--- config.mk ---
export PLATFORM = sky130hd
export DESIGN_NAME = rc5_dec_16bit
export DESIGN_NICKNAME = d
export VERILOG_FILES = /design/src/rtl/rc5_pkg.sv /design/src/rtl/rc5_dec_round.sv /design/src/rtl/rc5_dec_16bit.sv
export SDC_FILE = /design/constraint.sdc
export NUM_CORES = 1
export LEC_CHECK = 0
export ABC_AREA = 1
export BUFFER_PORTS_ARGS = -buffer_cell sky130_fd_sc_hd__buf_2
export CORE_MARGIN = 3
export CORE_UTILIZATION = 60
export DETAILED_ROUTE_END_ITERATION = 10
export GPL_TIMING_DRIVEN = 0
export PLACE_DENSITY = 0.84
export SYNTH_ARGS = -nofsm -noshare
export SYNTH_HDL_FRONTEND = slang
export SYNTH_HIERARCHICAL = 1
export SYNTH_SLANG_ARGS = --single-unit
export TNS_END_PERCENT = 20
--- constraint.sdc ---
create_clock -name clock -period 8.06 [get_ports clock]
set_clock_uncertainty 0.1 [all_clocks]
set_input_delay 0.806 -clock clock [delete_from_list [all_inputs] [get_ports clock]]
set_output_delay 0.806 -clock clock [all_outputs]
set_load 0.1 [all_outputs]
--- src/rtl/rc5_pkg.sv ---
// Shared RC5-8 definitions for the 16-bit block encryptor and decryptor:
// word geometry, round count, expanded key table, rotate helpers and FSM states.
package rc5_pkg;

    localparam int RC5_W      = 8;
    localparam int RC5_LGW    = 3;
    localparam int RC5_ROUNDS = 12;
    localparam int RC5_T      = 2 * RC5_ROUNDS + 2;

    localparam logic [RC5_W-1:0] RC5_P = 8'hB7;
    localparam logic [RC5_W-1:0] RC5_Q = 8'h9F;

    typedef logic [RC5_T-1:0][RC5_W-1:0] s_table_t;

    // Expanded key table: magic-constant progression S[k] = P + k*Q mod 2^8.
    function automatic s_table_t gen_s();
        s_table_t t;
        t[0] = RC5_P;
        for (int k = 1; k < RC5_T; k++) begin
            t[k] = t[k-1] + RC5_Q;
        end
        return t;
    endfunction

    localparam s_table_t S = gen_s();

    function automatic logic [RC5_W-1:0] rotl8(input logic [RC5_W-1:0] x,
                                               input logic [RC5_LGW-1:0] amt);
        logic [2*RC5_W-1:0] t;
        t = {x, x} << amt;
        return t[2*RC5_W-1:RC5_W];
    endfunction

    function automatic logic [RC5_W-1:0] rotr8(input logic [RC5_W-1:0] x,
                                               input logic [RC5_LGW-1:0] amt);
        logic [2*RC5_W-1:0] t;
        t = {x, x} >> amt;
        return t[RC5_W-1:0];
    endfunction

    typedef enum logic [1:0] {
        ST_IDLE,
        ST_ROUND,
        ST_FINAL,
        ST_DONE
    } rc5_state_e;

endpackage

--- src/rtl/rc5_dec_round.sv ---
// One combinational RC5-8 decryption round: undoes the B half first, then A.
module rc5_dec_round
    import rc5_pkg::*;
(
    input  logic [RC5_W-1:0] a,
    input  logic [RC5_W-1:0] b,
    input  logic [RC5_W-1:0] s_even,
    input  logic [RC5_W-1:0] s_odd,
    output logic [RC5_W-1:0] a_next,
    output logic [RC5_W-1:0] b_next
);

    logic [RC5_W-1:0] b_diff;
    logic [RC5_W-1:0] a_diff;

    always_comb begin
        b_diff = b - s_odd;
        b_next = rotr8(b_diff, a[RC5_LGW-1:0]) ^ a;
        a_diff = a - s_even;
        a_next = rotr8(a_diff, b_next[RC5_LGW-1:0]) ^ b_next;
    end

endmodule

--- src/rtl/rc5_dec_16bit.sv ---
// RC5-8/R block decryptor for 16-bit blocks, one round per clock.
// Ciphertext is latched at start; plaintext and done are held until start drops.
module rc5_dec_16bit
    import rc5_pkg::*;
#(
    parameter int ROUNDS = 12
) (
    input  logic        clock,
    input  logic        reset,
    input  logic        dec_start,
    input  logic [15:0] c,
    output logic [15:0] p,
    output logic        dec_done
);

    localparam int CW = $clog2(ROUNDS + 1);

    if (ROUNDS != RC5_ROUNDS) begin : g_rounds_mismatch
        $error("rc5_dec_16bit: ROUNDS must equal rc5_pkg::RC5_ROUNDS");
    end

    rc5_state_e       state_q, state_d;
    logic [CW-1:0]    i_q, i_d;
    logic [RC5_W-1:0] a_q, a_d;
    logic [RC5_W-1:0] b_q, b_d;
    logic [15:0]      p_q, p_d;
    logic             done_q, done_d;

    logic [RC5_W-1:0] s_even, s_odd;
    logic [RC5_W-1:0] a_rnd, b_rnd;
    logic [RC5_W-1:0] a_fin, b_fin;

    always_comb begin
        s_even = S[{i_q, 1'b0}];
        s_odd  = S[{i_q, 1'b1}];
    end

    rc5_dec_round u_round (
        .a      (a_q),
        .b      (b_q),
        .s_even (s_even),
        .s_odd  (s_odd),
        .a_next (a_rnd),
        .b_next (b_rnd)
    );

    always_comb begin
        state_d = state_q;
        i_d     = i_q;
        a_d     = a_q;
        b_d     = b_q;
        p_d     = p_q;
        done_d  = done_q;
        b_fin   = b_q - S[1];
        a_fin   = a_q - S[0];

        unique case (state_q)
            ST_IDLE: begin
                if (dec_start) begin
                    a_d     = c[7:0];
                    b_d     = c[15:8];
                    i_d     = CW'(ROUNDS);
                    state_d = ST_ROUND;
                end
            end
            ST_ROUND: begin
                a_d = a_rnd;
                b_d = b_rnd;
                i_d = i_q - 1'b1;
                if (i_q == CW'(1)) begin
                    state_d = ST_FINAL;
                end
            end
            ST_FINAL: begin
                a_d     = a_fin;
                b_d     = b_fin;
                p_d     = {b_fin, a_fin};
                done_d  = 1'b1;
                state_d = ST_DONE;
            end
            ST_DONE: begin
                // Level-sensitive start: a new request needs start to fall first.
                if (!dec_start) begin
                    done_d  = 1'b0;
                    state_d = ST_IDLE;
                end
            end
            default: state_d = ST_IDLE;
        endcase
    end

    always_ff @(posedge clock or negedge reset) begin
        if (!reset) begin
            state_q <= ST_IDLE;
            i_q     <= '0;
            a_q     <= '0;
            b_q     <= '0;
            p_q     <= '0;
            done_q  <= 1'b0;
        end else begin
            state_q <= state_d;
            i_q     <= i_d;
            a_q     <= a_d;
            b_q     <= b_d;
            p_q     <= p_d;
            done_q  <= done_d;
        end
    end

    assign p        = p_q;
    assign dec_done = done_q;

endmodule
==> results.txt <==
- Clock tree root driver cell: clkbuf_8
- Dividing the detail-routed via count by the number of cells gives 5.94.
* Shortest clock period the worst path allows after layout: 3.84 ns
- The HPWL after detailed placement is 9440 um.
* CTS tree: built
- Startpoint of the tightest hold check path: p[11]
- Data arrives at the worst endpoint at 3.91 ns.
- Combined buffer and inverter count along the critical path: 5
- The most used flip-flop cell after synthesis is dfrtp_1.
* Final cycle utilization of the critical path: 47.6%
- Cell type group with the largest total delay on the critical path: simple AND/OR/NAND/NOR gates
- Compared with the post-synthesis result, the final layout area differs by 9.04%.
- Derived from the worst setup path, the maximum achievable clock frequency is 261 MHz.
- Total DRC errors in the routed layout: 0
- Die area: 8130 um2
* Number of synthesized flops with an enable pin: 0
- The largest single stage delay on the critical path is 0.38 ns.
- Register clock-pin slew on the reported worst setup and hold paths: 0.08 ns
- A synthesized cell averages 6.68 um2.
* Total negative setup slack: 0 ns
- Post-CTS repair changed the size of 0 cells.
* Most common cell type on the critical path: nand3_1
- Die Y: 90.2 um
- The detailed router placed 4608 vias in this run.
- The first global-routing pass estimated 20300 um of wire.
- Traced cell by cell, the critical path runs through inv_1, ha_1, o21ai_0, o21ai_0, inv_1, ha_1, nand2_1, inv_1, a21oi_2, nand3_1, nand3_1, nand3_1, nand3_1, nand2_2, inv_1, buf_2, nand3_1, nand3_1, nand2_1, a221oi_2, a21oi_1.
- The tool flagged a number of max-cap violations equal to 0.
- Maximum number of buffers from clock root to sink: 2
- Number of max-slew violations in the final report: 0
* Slew @ Worst Pin: 0.869 ns
- Std-Cell Core Area: 6830 um2
- Buffers inserted during clock tree synthesis total 5.
- The initialized floorplan defines 30 standard-cell rows.
* Horiz. Die Dim: 90.2 um
* Yosys top cell by area: dfrtp_1
* Number of H-tree branching levels: 2
- Counting every instance in the synthesized netlist gives 636.
- Number of DRC markers in iteration 0: 463
- Cell with the most instances after synthesis: nand2_1
- Of the cells placed in the final design, the portion with a size suffix greater than 1 is 17.9%.
- By startpoint and endpoint, the worst setup path is classified as register to register.
* Post-synth top area share: 23.0%
- Worst Path Required: 8.14 ns
- ANT cells: 0
- Skew-Pair Late Insertion Delay: 0.30 ns
* Antenna violations before repair: 0
* Flops & latches, synth: 39
* Worst-case headroom to the max-slew limit: 42.0%
- RePlAce Congestion: 1.01
* Mapped Area: 4250 um2
* Cell with the largest stage delay on the worst path: dfrtp_1
- By area the synthesized netlist is led by dfrtp_1, nand3_1, nand2_1, ha_1, inv_1.
- For this run the aggregate overflow at the end of global routing stands at 0.
* Register area share after synthesis: 23.0%
- STA classifies the critical path endpoint as a register.
* Number of synthesis warnings: 6
- Critical path launch point type: register
* Hold-fix buffers, CTS: 0
- Setup repair after global routing left no endpoint under its margin.
- Entering global routing, the biggest net connects 40 pins.
* Overall global routing resource usage: 29.9%
- The initial utilization of the core area, before any placement, comes to 62.2%.
- Detailed-route wire length: 12000 um
- The count of nets left with antenna violations once routing finished came out at 0.
- The number of global-route vias before repair was 4381.
- Counting flops with an async set or reset pin after synthesis yields a share of 100%.
- Worst min-delay path category: register to register
* Leading post-synthesis cells by instance count: nand2_1, nand3_1, inv_1
- The run finished with clean final reports.
- For this run, the post-layout net count is 728.
* Critical path launch point: i_q[0]
- The clock drives 39 sinks.
- The first detailed-routing pass ran for 5 iterations.
* Top-level port count: 36
- In this run, distinct cell masters in the synthesized netlist total 42.
* Number of buffers inserted to repair setup after CTS: 0
- In this run the tool buffered the top-level ports with 35 buffer cells.
- Setup violators final: 0
- The final-report hold violation count was 0.
* Crit-path max FO: 10
- Average routed wire per standard cell: 15.4 um
* Beginning of the worst register-to-register path: i_q[0]
-- per-stage QoR --
step                      instances  hold WS, ns  util [%]  setup slack (ns)  area, um2
after global placement          768        0.351      66.6              4.38       4550
after detailed placement        768        0.360      66.6              4.30       4550
after floorplan                 637        0.371         -              4.83       4250
final                           776        0.379      67.8              4.22       4630
after CTS                       776        0.382      67.8              4.28       4630
after global routing            776        0.389      67.8              3.88       4630
-- final timing paths --
check,end,slack [ns],depth (start not counted)
worst max-delay path,a_q[5],4.22,21
worst min-delay path,p[11],0.38,1
worst max register to register,a_q[5],4.22,21
worst min register to register,p[11],0.38,1
max in group asynchronous,p[2],6.79,1
min in group asynchronous,state_q[0],0.52,1
-- per-layer routing --
| layer | track usage [%] | wire, um | up-vias |
|---|---|---|---|
| met2 | 50.7 | 5740 | 235 |
| li1 | - | - | 2200 |
| met1 | 38.7 | 4930 | 2140 |
| met5 | 0 | 0 | - |
| met3 | 4.35 | 1010 | 33 |
| met4 | 10.8 | 303 | 0 |
-- area by class of cell --
cell class	instances	area [um2]
Inverter	77	292
Fill cell	637	2200
Multi-Input combinational cell	500	2840
Clock buffer	6	72.6
Buffer	21	149
Timing Repair Buffer	35	175
Tap cell	96	120
Clock inverter	2	12.5
Sequential cell	39	976
-- sequential cells by signal, indices dropped and copies added, names as in the netlist --
name	cells
a_q	8
p	16
dec_done	1
i_q	4
b_q	8
state_q	2
-- kinds of logic (layout without fill, tap and decap cells) --
| family | Yosys count | count (layout) | share of synthesized area [%] |
|---|---|---|---|
| AND/OR/NAND/NOR | 378 | 378 | 43.6 |
| buffers and inverters | 98 | 141 | 10.4 |
| AO/OA/AOI/OAI | 79 | 79 | 11.5 |
| flip-flops | 39 | 39 | 23.0 |
| adder cells (fa/ha/maj) | 30 | 30 | 9.19 |
| XOR/XNOR | 10 | 10 | 2.24 |
| other | 2 | 3 | 0.177 |
-- worst reg2reg max path, delay by kind of cell, from the launching register on --
family / cells / cell delay [ns]
DFF: 1 / 0.38
adders and majority gates: 2 / 0.52
buffers and inverters: 5 / 0.76
AOI/OAI and AO/OA: 5 / 0.85
and+or+nand+nor: 9 / 1.11
-- cells in the final DEF, fill, tap and decap left out, drive strengths merged --
master	instances
or2	10
a31oi	3
xor2	9
inv	77
o31a	1
ha	28
xnor2	1
nand3b	2
nand4	8
and2	1
conb	3
nand2	179
a221oi	9
nor4	1
dfrtp	39
o211ai	1
clkbuf	9
o21bai	1
a21oi	39
o21ai	19
a21o	5
fa	2
nor2	29
nand3	148
buf	53
clkinv	1
o22ai	1
clkinvlp	1
Power is not shown: default switching activity piles up to over one toggle a cycle in this logic, so the estimate is an artifact.
